===== src/rtl/pc_stack_n2t.sv =====
// pc_stack_n2t: 16-bit program counter with a hardware return-address stack.
// Drives the instruction-memory address of the CPU datapath.
//
// Operations are taken one per rising edge, highest priority first:
// clear, call, ret, load, inc, hold. Only the winning operation acts.
//
// Ports:
//   clk       in   rising-edge clock
//   reset     in   asynchronous, active-low reset
//   in        in   jump/call target address
//   load      in   out <= in
//   inc       in   out <= out + 1 (wraps, no flag)
//   clear     in   synchronous clear of PC, stack depth and error flags
//   call      in   push out+1, then out <= in
//   ret       in   pop stack top into out
//   out       out  current program counter (registered)
//   full      out  stack holds DEPTH entries
//   empty     out  stack holds no entries
//   overflow  out  sticky: call attempted while full
//   underflow out  sticky: ret attempted while empty
module pc_stack_n2t #(
  parameter int WIDTH = 16,
  parameter int DEPTH = 8
) (
  input  logic             clk,
  input  logic             reset,
  input  logic [WIDTH-1:0] in,
  input  logic             load,
  input  logic             inc,
  input  logic             clear,
  input  logic             call,
  input  logic             ret,
  output logic [WIDTH-1:0] out,
  output logic             full,
  output logic             empty,
  output logic             overflow,
  output logic             underflow
);

  localparam int AW = $clog2(DEPTH);
  localparam int CW = AW + 1;
  localparam logic [CW-1:0] FULL_CNT = CW'(DEPTH);

  logic [WIDTH-1:0] r_pc;
  logic [CW-1:0]    r_count;
  logic [WIDTH-1:0] r_stack [DEPTH];
  logic             r_ovf;
  logic             r_unf;

  logic [WIDTH-1:0] w_pc_nxt;
  logic [CW-1:0]    w_count_nxt;
  logic             w_ovf_nxt;
  logic             w_unf_nxt;
  logic             w_push;
  logic [WIDTH-1:0] w_pc_plus1;
  logic [AW-1:0]    w_push_idx;
  logic [AW-1:0]    w_top_idx;
  logic             w_full;
  logic             w_empty;

  assign w_full     = (r_count == FULL_CNT);
  assign w_empty    = (r_count == {CW{1'b0}});
  assign w_pc_plus1 = r_pc + WIDTH'(1);
  // Pushes only happen below DEPTH, so the low bits address the free slot.
  assign w_push_idx = r_count[AW-1:0];
  // When full the low bits are 0, so minus one lands on DEPTH-1 as needed.
  assign w_top_idx  = r_count[AW-1:0] - AW'(1);

  // Next-state selection in strict priority order; error flags only set
  // when the winning operation itself is illegal.
  always_comb begin
    w_pc_nxt    = r_pc;
    w_count_nxt = r_count;
    w_ovf_nxt   = r_ovf;
    w_unf_nxt   = r_unf;
    w_push      = 1'b0;
    if (clear) begin
      w_pc_nxt    = {WIDTH{1'b0}};
      w_count_nxt = {CW{1'b0}};
      w_ovf_nxt   = 1'b0;
      w_unf_nxt   = 1'b0;
    end else if (call) begin
      if (!w_full) begin
        w_push      = 1'b1;
        w_count_nxt = r_count + CW'(1);
        w_pc_nxt    = in;
      end else begin
        w_ovf_nxt = 1'b1;
      end
    end else if (ret) begin
      if (!w_empty) begin
        w_pc_nxt    = r_stack[w_top_idx];
        w_count_nxt = r_count - CW'(1);
      end else begin
        w_unf_nxt = 1'b1;
      end
    end else if (load) begin
      w_pc_nxt = in;
    end else if (inc) begin
      w_pc_nxt = w_pc_plus1;
    end else begin
      w_pc_nxt = r_pc;
    end
  end

  // PC, depth counter and sticky flags.
  always_ff @(posedge clk or negedge reset) begin
    if (!reset) begin
      r_pc    <= {WIDTH{1'b0}};
      r_count <= {CW{1'b0}};
      r_ovf   <= 1'b0;
      r_unf   <= 1'b0;
    end else begin
      r_pc    <= w_pc_nxt;
      r_count <= w_count_nxt;
      r_ovf   <= w_ovf_nxt;
      r_unf   <= w_unf_nxt;
    end
  end

  // Return-address storage; cleared on reset so no X ever reaches out.
  always_ff @(posedge clk or negedge reset) begin
    if (!reset) begin
      for (int i = 0; i < DEPTH; i++) begin
        r_stack[i] <= {WIDTH{1'b0}};
      end
    end else if (w_push) begin
      r_stack[w_push_idx] <= w_pc_plus1;
    end else begin
      r_stack <= r_stack;
    end
  end

  assign out       = r_pc;
  assign full      = w_full;
  assign empty     = w_empty;
  assign overflow  = r_ovf;
  assign underflow = r_unf;

endmodule


===== config.mk =====
export PLATFORM = sky130hd
export DESIGN_NAME = pc_stack_n2t
export DESIGN_NICKNAME = d
export VERILOG_FILES = /design/src/rtl/pc_stack_n2t.sv
export SDC_FILE = /design/constraint.sdc
export NUM_CORES = 1
export LEC_CHECK = 0
export CORE_MARGIN = 8
export CORE_UTILIZATION = 50
export CTS_BUF_LIST = sky130_fd_sc_hd__clkbuf_4
export CTS_CLUSTER_DIAMETER = 40
export DETAILED_ROUTE_END_ITERATION = 7
export GPL_TIMING_DRIVEN = 0
export PLACE_DENSITY = 0.79
export SYNTH_ARGS = -nofsm -noshare
export SYNTH_HDL_FRONTEND = slang
export SYNTH_SLANG_ARGS = --single-unit

===== constraint.sdc =====
create_clock -name clk -period 5.4 [get_ports clk]
set_input_delay 1.08 -clock clk [delete_from_list [all_inputs] [get_ports clk]]
set_output_delay 1.08 -clock clk [all_outputs]
set_load 0.01 [all_outputs]

==> run metrics <==
result of the run completed; via density per instance 6.18; # port buffers 41; Post-CTS Resized 0; Main synth FF type dfrtp_1; synthesized area per cell 10.4 µm²; largest net degree at the start of global routing 87; ys async rst share 1.00; Crit path top cell by count inv_1; switching share of power 0.375; area share of the largest cell type after synthesis 0.507; Final min period 3.76 ns; Clock Power Share 0.175; Fin Setup TNS 0 ns; Hold/Removal Path Class input port to async pin; layout cells sized above 1 0.138; Top Usage Layer GRT met2; largest cells by area after synthesis dfrtp_1, mux4_2, nand2_1; Final Setup Violations 0; Synth Register Bits 150; register share of total power 0.440; WS Path Type register to primary output; area of the multi-input gates 3370 µm²; fmax 0.266 GHz; cts bufs inserted 17; max cap viols 0; crit path launch r_count[0]$_DFFE_PN0P_; GR Overflow Total 0; crit path max fanout 9; internal power 2630 µW; Post-CTS Hold Fix Bufs 0; row count 44; number of global-route vias before repair 5893; combinational power share 0.384; number of flops mapped to enable cells by yosys 0; CTS tree yes; Routed Antenna Nets 0; Post-Syn Nets 743; clk root buf clkbuf_4; startpoint types register; Die Width 138 µm; met3 usage 0.0529; final worst slack 1.64 ns; DP Worst Slack 1.76 ns; Avg WL per Cell 20.5 µm; YS warnings 0; clock sink count 150; GPL Wtd Cong 0.948; part of the cycle the worst path needs 0.696; Synth Instances 714; DR DRC count 0; I/O pin total 43; dominant cell type by area after synthesis dfrtp_1; initial antenna violation count 1; GR met2 Demand/Resource 0.346; worst r2r src r_count[1]$_DFFE_PN0P_; Routed WL 20000 µm; switching pwr 1570 µW; Mapped Area 7410 µm²; Netlist cell types 69; Clock Skew 0.0252 ns; RSZ-0062 raised after global routing false; setup bufs post-CTS 0; Req. time, crit path 4.32 ns; CP max-delay cell clkdlybuf4s50_1; Vias 6013; Fill cells 1231; Fin. Hold Viols 0; worst-case vdd ir drop 186 µV; power per cell area 502 nW/µm²; core area 14500 µm²; P_leak 0.00357 µW; synthesis-to-finish area growth 13.0%; max-slew violations 0; clock-pin slew on the worst setup and hold paths 0.14 ns; total die area 19000 µm²; initial DRC count 639; crit-path cells inv_1 > ha_1 > nand3b_2 > inv_1 > clkdlybuf4s50_1; storage element area 3750 µm²; most common cell after layout, fill and taps aside dfrtp_1; die height 138 µm; initial core utilization 0.510; Slew HR 0.357; CP endpoint kind primary output; crit path DAT 2.68 ns; dpl hpwl 14200 µm; GRT Total Usage 0.224; CTS Buffer Depth 2; insertion delay to the later sink of the worst-skew pair 0.59 ns; first-pass detailed-route iteration total 8; worst slew pin tran 0.957 ns; first-pass GRT wire length 32100 µm; CTS H-tree depth 4; met1 Resource Use GR 0.298; # nets final 804; sequential area share after synthesis 0.507; max incr delay on CP 0.56 ns; most frequent cells in the layout dfrtp_1, nand2_1, o21ai_0, nor2_1, a21oi_1
==> power by group through the flow <==
stage | registers, µW | logic, µW | clock network (µW)
floorplan | 1790 | 1130 | 0
detailed placement | 1860 | 1600 | 0
finish | 1850 | 1620 | 738
global placement | 1850 | 1540 | 0
CTS | 1840 | 1600 | 736
global route | 1910 | 1770 | 780
==> metal layers <==
metal | vias to the layer above | share of wire
li1 | 2686 | -
met1 | 2971 | 0.42
met2 | 308 | 0.46
met3 | 48 | 0.090
met4 | 0 | 0.028
met5 | - | 0
==> layout make-up <==
cell class                 count  area share
sequential                   150       0.448
multi-input combinational    501       0.403
timing repair buffer          42      0.0525
tap                          184      0.0275
buffer                        48      0.0271
clock buffer                  21      0.0188
clock inverter                11      0.0158
inverter                      15     0.00673
antenna                        1    0.000299
==> registers in the layout, summed over array words and instances, names as in the netlist <==
name	count
out	16
overflow	1
r_count	4
r_stack	128
underflow	1
==> kinds of logic (layout without fill, tap and decap cells) <==
logic type	Yosys count	in the layout	share of synthesized area
multiplexers	48	48	0.119
AND/OR/NAND/NOR	230	230	0.136
flip-flops	150	150	0.507
adder cells (fa/ha/maj)	6	6	0.0111
XOR/XNOR	17	17	0.0211
buffers and inverters	63	137	0.0382
other	0	1	0
AO/OA/AOI/OAI	200	200	0.167
==> stage by stage <==
step	cells	instance area, µm²	total power (µW)	utilization	hold WS, ns
finish	973	8370	4200	0.576	0.458
global route	973	8370	4460	0.576	0.493
CTS	972	8370	4180	0.576	0.492
detailed placement	940	8080	3460	0.556	0.469
global placement	939	8050	3390	0.554	0.457
floorplan	714	7410	2920	-	0.445
==> cell usage after synthesis, types with 2 or more instances <==
| library cell | number |
|---|---|
| a21o_1 | 5 |
| mux2i_1 | 6 |
| nor3_1 | 17 |
| o21bai_1 | 3 |
| mux4_2 | 31 |
| o31a_1 | 2 |
| nand2_1 | 111 |
| dfrtp_1 | 150 |
| nand3_1 | 11 |
| o22ai_1 | 4 |
| buf_4 | 4 |
| xor2_1 | 6 |
| a221oi_1 | 3 |
| nand2b_1 | 3 |
| a211oi_1 | 4 |
| nor2b_1 | 4 |
| o31ai_1 | 4 |
| clkbuf_1 | 27 |
| nand4_1 | 6 |
| a221o_1 | 3 |
| a2bb2oi_1 | 2 |
| xnor2_1 | 10 |
| a22oi_1 | 2 |
| mux2_2 | 11 |
| a21oi_1 | 55 |
| ha_1 | 5 |
| nor4_2 | 2 |
| o311a_1 | 2 |
| nor2_1 | 65 |
| buf_2 | 13 |
| inv_2 | 2 |
| inv_1 | 13 |
| a32oi_1 | 2 |
| o211ai_1 | 3 |
| buf_6 | 2 |
| o21ai_0 | 81 |
| buf_1 | 2 |
| o221ai_1 | 3 |
| a31oi_1 | 5 |
==> worst max-delay path: cells and delay by family, from the launching register on <==
kind	cells	cell delay [ns]
buffers and inverters	3	1.06
flip-flops	1	0.44
AND/OR/NAND/NOR	1	0.31
adder cells (fa/ha/maj)	1	0.28
==> final timing paths <==
check                                               end  slack [ns]  cells after the start
worst max-delay path                               full        1.64                      5
worst min-delay path                 out[9]$_DFFE_PN0P_        0.46                      1
worst max register to register       out[8]$_DFFE_PN0P_        2.46                      8
worst min register to register  r_stack[83]$_DFFE_PN0P_        0.49                      2
max in group asynchronous       r_stack[30]$_DFFE_PN0P_        4.11                      2
min in group clk                r_stack[83]$_DFFE_PN0P_        0.49                      2
No activity file was read; power rests on OpenSTA's default activity.
